File: src/rtl/timer_bank.sv
// timer_bank: NUM_TIMERS CPU-visible millisecond timers sharing one prescaler, with
// up/down/auto-reload modes, sticky expiry flags, an interrupt and tear-free reads.
module timer_bank #(
  parameter int NUM_TIMERS = 4,
  parameter int WIDTH      = 16,
  parameter int CLK_KHZ    = 24000
) (
  input  logic       clk,
  input  logic       reset_n,
  input  logic       cs,
  input  logic       rd,
  input  logic       wr,
  input  logic [5:0] addr,
  input  logic [7:0] din,
  output logic [7:0] dout,
  output logic       irq,
  output logic       tick
);

  localparam int PW = (CLK_KHZ > 1) ? $clog2(CLK_KHZ) : 1;
  localparam logic [PW-1:0]    PRESC_LAST = PW'(CLK_KHZ - 1);
  localparam logic [PW-1:0]    PRESC_ONE  = PW'(1);
  localparam logic [WIDTH-1:0] CNT_MAX    = '1;
  localparam logic [WIDTH-1:0] CNT_ONE    = WIDTH'(1);

  typedef enum logic [2:0] {
    REG_B0     = 3'd0,
    REG_B1     = 3'd1,
    REG_B2     = 3'd2,
    REG_B3     = 3'd3,
    REG_CTRL   = 3'd4,
    REG_STATUS = 3'd5,
    REG_LOAD   = 3'd6,
    REG_RSVD   = 3'd7
  } reg_e;

  logic                  wrEn;
  logic                  rdEn;
  logic [2:0]            timerSel;
  reg_e                  regSel;
  logic [PW-1:0]         presc_q, presc_d;
  logic [7:0]            dout_q, dout_d;
  logic [7:0]            rdData;
  logic [WIDTH-1:0]      countVec [NUM_TIMERS];
  logic [31:0]           snapVec  [NUM_TIMERS];
  logic [4:0]            ctrlVec  [NUM_TIMERS];
  logic [NUM_TIMERS-1:0] expVec;
  logic [NUM_TIMERS-1:0] ieVec;

  assign wrEn     = cs & wr;
  assign rdEn     = cs & rd;
  assign timerSel = addr[5:3];
  assign regSel   = reg_e'(addr[2:0]);

  assign tick    = (presc_q == PRESC_LAST);
  assign presc_d = tick ? '0 : presc_q + PRESC_ONE;

  always_ff @(posedge clk or negedge reset_n) begin
    if (!reset_n) begin
      presc_q <= '0;
      dout_q  <= 8'h00;
    end else begin
      presc_q <= presc_d;
      dout_q  <= dout_d;
    end
  end

  for (genvar g = 0; g < NUM_TIMERS; g++) begin : gTimer
    // Only timer 0 comes out of reset running, mimicking the legacy free-running counter.
    localparam logic [4:0] CTRL_RST = (g == 0) ? 5'h01 : 5'h00;

    logic             sel;
    logic             expSet;
    logic [31:0]      reloadWide;
    logic [WIDTH-1:0] count_q, count_d;
    logic [WIDTH-1:0] reload_q, reload_d;
    logic [WIDTH-1:0] snap_q, snap_d;
    logic [4:0]       ctrl_q, ctrl_d;
    logic             exp_q, exp_d;

    assign sel = (timerSel == 3'(g));

    // Tick evaluation uses the pre-write CTRL and reload; a LOAD suppresses the tick.
    always_comb begin
      count_d    = count_q;
      reload_d   = reload_q;
      snap_d     = snap_q;
      ctrl_d     = ctrl_q;
      exp_d      = exp_q;
      expSet     = 1'b0;
      reloadWide = 32'(reload_q);
      if (sel && wrEn && regSel == REG_LOAD) begin
        count_d = reload_q;
      end else if (tick && ctrl_q[0]) begin
        if (!ctrl_q[1]) begin
          if (count_q != CNT_MAX) begin
            count_d = count_q + CNT_ONE;
          end else begin
            count_d = ctrl_q[3] ? CNT_MAX : '0;
            expSet  = 1'b1;
          end
        end else begin
          if (count_q > CNT_ONE) begin
            count_d = count_q - CNT_ONE;
          end else if (count_q == CNT_ONE) begin
            count_d = ctrl_q[2] ? reload_q : '0;
            expSet  = 1'b1;
          end else if (ctrl_q[2]) begin
            count_d = reload_q;
          end
        end
      end
      if (sel && wrEn) begin
        case (regSel)
          REG_B0, REG_B1, REG_B2, REG_B3: begin
            reloadWide[{addr[1:0], 3'b000} +: 8] = din;
            reload_d = reloadWide[WIDTH-1:0];
          end
          REG_CTRL:   ctrl_d = din[4:0];
          REG_STATUS: if (din[0]) exp_d = 1'b0;
          default:    ;
        endcase
      end
      if (sel && rdEn && regSel == REG_B0) begin
        snap_d = count_q;
      end
      if (expSet) begin
        exp_d = 1'b1;
      end
    end

    always_ff @(posedge clk or negedge reset_n) begin
      if (!reset_n) begin
        count_q  <= '0;
        reload_q <= '0;
        snap_q   <= '0;
        ctrl_q   <= CTRL_RST;
        exp_q    <= 1'b0;
      end else begin
        count_q  <= count_d;
        reload_q <= reload_d;
        snap_q   <= snap_d;
        ctrl_q   <= ctrl_d;
        exp_q    <= exp_d;
      end
    end

    assign countVec[g] = count_q;
    assign snapVec[g]  = 32'(snap_q);
    assign ctrlVec[g]  = ctrl_q;
    assign expVec[g]   = exp_q;
    assign ieVec[g]    = ctrl_q[4];
  end

  // Snapshot bytes above WIDTH are zero-extended, so they read back as 0.
  always_comb begin
    rdData = 8'h00;
    for (int i = 0; i < NUM_TIMERS; i++) begin
      if (timerSel == 3'(i)) begin
        case (regSel)
          REG_B0:                 rdData = countVec[i][7:0];
          REG_B1, REG_B2, REG_B3: rdData = snapVec[i][{addr[1:0], 3'b000} +: 8];
          REG_CTRL:               rdData = {3'b000, ctrlVec[i]};
          REG_STATUS:             rdData = {7'b0000000, expVec[i]};
          default:                rdData = 8'h00;
        endcase
      end
    end
  end

  assign dout_d = rdEn ? rdData : dout_q;
  assign dout   = dout_q;
  assign irq    = |(expVec & ieVec);

endmodule

File: config.mk
export PLATFORM = sky130hd
export DESIGN_NAME = timer_bank
export DESIGN_NICKNAME = d
export VERILOG_FILES = /design/src/rtl/timer_bank.sv
export SDC_FILE = /design/constraint.sdc
export NUM_CORES = 1
export LEC_CHECK = 0
export BUFFER_PORTS_ARGS = -buffer_cell sky130_fd_sc_hd__buf_2
export CAP_MARGIN = 20
export CORE_MARGIN = 4
export CORE_UTILIZATION = 55
export CTS_CLUSTER_SIZE = 16
export DETAILED_ROUTE_END_ITERATION = 12
export PLACE_DENSITY_LB_ADDON = 0.15
export RECOVER_POWER = 25
export SETUP_SLACK_MARGIN = 0.02
export SLEW_MARGIN = 20
export SYNTH_ARGS = -nofsm -noshare
export SYNTH_HDL_FRONTEND = slang
export SYNTH_SLANG_ARGS = --single-unit
export TNS_END_PERCENT = 1
File: constraint.sdc
create_clock -name clk -period 4.7 [get_ports clk]
set_input_delay 0.47 -clock clk [delete_from_list [all_inputs] [get_ports clk]]
set_output_delay 0.47 -clock clk [all_outputs]
set_load 0.03 [all_outputs]
==> results.cfg <==
[status]
status = finished, violations left
violations = max-capacitance violations, max-slew violations

[die]
die_area_sq_um = 30300
core_area_sq_um = 27000
io_pins = 29
die_y_um = 174
die_w_um = 174
rows = 60
initial_core_util_pct = 56.1

[synthesis]
syn-cell-area_sq_um = 15200
yosys.area.top_type = dfrtp_1
ys_warn_count = 0
synth_area_per_cell_sq_um = 8.75
yosysSeqAreaShare_pct = 39.4
synth_top_area_share_pct = 39.3
yosys-top-cells-count = dfrtp_1 (238), o21ai_0 (197), nand2_1 (196), nor2_1 (116), clkbuf_1 (113)
synth_seq_cells = 239
synth-edff-count = 0
ys_async_sr_fraction_pct = 100
yosysMostFrequentCell = dfrtp_1
synth_nets = 1771
synth_top_cells_by_area = dfrtp_1 (39%), mux2_2 (8.0%), o21ai_0 (6.5%)
yosysUniqueCellTypes = 78
synth_cells = 1733
synthFlopType = dfrtp_1

[min_path]
hold_class = primary input to register
hp-start = din[7]

[cells_and_area]
n_fill_cell = 2423
syn_to_final_growth_pct = 7.86
drive_gt1_share_pct = 14.4
layout.nets = 1721

[detailed_routing]
wl_um = 48000
dr.pass1.iters = 6
via_per_inst = 6.73
drc = 0
vias = 13757
wire_per_inst_um = 23.5
drt_iter0_markers = 1744
ant_nets = 0

[grt]
antenna_found_initial = 1
grt_max_degree = 109
grt-ovfl-total = 0
grt_pass1_wl_um = 76000
grt_pass1_vias = 13081
grt_usage_pct = 31.2

[cts]
clk_latency_ps = 550
cts_buffer_depth = 3
path_clk_slew_ps = 60
cts-resized-gates = 0
cts_buffers = 27
clock-root-buffer = clkbuf_16
htreeDepth = 1
cts_tree = yes
cts_sinks = 239

[placed_design]
place_congestion = 0.975
io_buffers = 28
hpwl_um = 32900

[timing]
finalSetupTns_ps = 0
period_share_pct = 74.5
worstMarginPinSlew_ps = 2050
fmax_mhz = 286
slew_headroom_pct = -36.6
hold_viol = 0
rsz0062_at_grt = no
fin_crit_ps = 3500
setup_violations = 0
skew_ps = 15.7
whs_ps = 226
drv_slew = 80

[worst_setup_path]
start_kind = register
regToRegStartpoint = gTimer[3].count_q[12]
required_ps = 5130
startpoint = gTimer[3].count_q[12]
cp_max_fo = 16
crit_type = register to register
ff2ff_setup_slack_ps = 1200
r2r_cells = 6
r2r-end = gTimer[3].count_q[12]
cp-endpoint = gTimer[3].count_q[12]
critPathCaptureType = register
crit_arrival_ps = 3930

[power_and_ir_drop]
p_per_area_nw_per_um2 = 314
ir_worst_vdd_v = 0.000322
p_leak_nw = 6.70

[job]
cap_viol_max_count = 1
flip-flops by register name, indices dropped and copies added, names as in the netlist:
register	count
gTimer.snap_q	64
dout	8
gTimer.count_q	64
presc_q	15
gTimer.ctrl_q	20
gTimer.reload_q	64
gTimer.exp_q	4
report_power, final:
part | internal (mW) | switching (mW) | total (mW) | leakage, nW
Clock | 1.24 | 0.875 | 2.12 | 0.430
Combinational | 0.249 | 0.423 | 0.672 | 3.15
Sequential | 2.16 | 0.187 | 2.34 | 3.13
Total | 3.65 | 1.49 | 5.13 | 6.70
per-stage QoR:
stage / cells / util [%] / cell area, sq um / total power, mW / setup slack, ps
global placement: 1993 / 57.2 / 15500 / 3.02 / 1270
CTS: 2042 / 60.5 / 16400 / 5.15 / 1320
floorplan: 1733 / - / 15200 / 2.78 / 983
global route: 2043 / 60.5 / 16400 / 5.33 / 1120
detailed placement: 1993 / 57.2 / 15500 / 3.03 / 1330
finish: 2044 / 60.6 / 16400 / 5.13 / 1200
worst min path at each step:
stage | to | depth (start not counted)
after detailed placement | dout[6] | 2
after CTS | gTimer[3].reload_q[15] | 3
after global routing | gTimer[3].reload_q[14] | 3
after floorplan | dout[0] | 0
after global placement | gTimer[0].reload_q[15] | 2
final | gTimer[3].reload_q[15] | 3
logic make-up (layout without fill, tap and decap cells):
kind of cell	Yosys count	after routing	synth area share, %
buffers and inverters	185	154	4.79
XOR/XNOR	93	93	5.37
adder cells (fa/ha/maj)	19	19	1.57
AND/OR/NAND/NOR	609	609	19.5
multiplexers	134	134	10.0
AO/OA/AOI/OAI	454	454	19.3
flip-flops	239	239	39.4
other	0	1	0
metal layers:
metal / global-route usage (%) / routed length (um) / up-vias
li1: - / - / 6217
met1: 45.2 / 20700 / 6713
met2: 46.6 / 21200 / 720
met3: 6.50 / 4430 / 105
met4: 11.0 / 1660 / 2
met5: 0 / 7 / -
layout by cell type, fill, tap and decap left out, types with 34 or more instances in the layout:
cell,synthesis,layout
o21ai_0,197,197
nor2_1,116,116
nor3_1,78,74
xnor2_1,62,62
dfrtp_1,238,238
nand3_1,63,63
mux2_2,108,108
nand2_1,196,196
nand4_1,34,34
a21oi_1,47,47
inv_1,48,48
critical path, stage by stage (launching register included):
cell       delay, ps
dfrtp_1          490
nor4_1           710
nand4b_1         670
or2_1            690
mux2_4           400
a2111oi_4        350
a211oi_2          60
cell type report:
type / instances / area, sq um / share of cell area (%)
Antenna cell: 1 / 2.50 / 0.0153
Sequential cell: 239 / 5980 / 36.6
Multi-Input combinational cell: 1309 / 8520 / 52.1
Clock buffer: 39 / 771 / 4.71
Tap cell: 341 / 427 / 2.61
Clock inverter: 9 / 105 / 0.642
Inverter: 48 / 180 / 1.10
Timing Repair Buffer: 58 / 377 / 2.30
what timing repair did:
action / in CTS / in global routing
setup endpoints to repair: 0 / 0
setup buffers: 0 / 0
hold buffers: 1 / 0
endpoints found under the hold margin: 77 / 0
No activity file was read; power rests on OpenSTA's default activity.
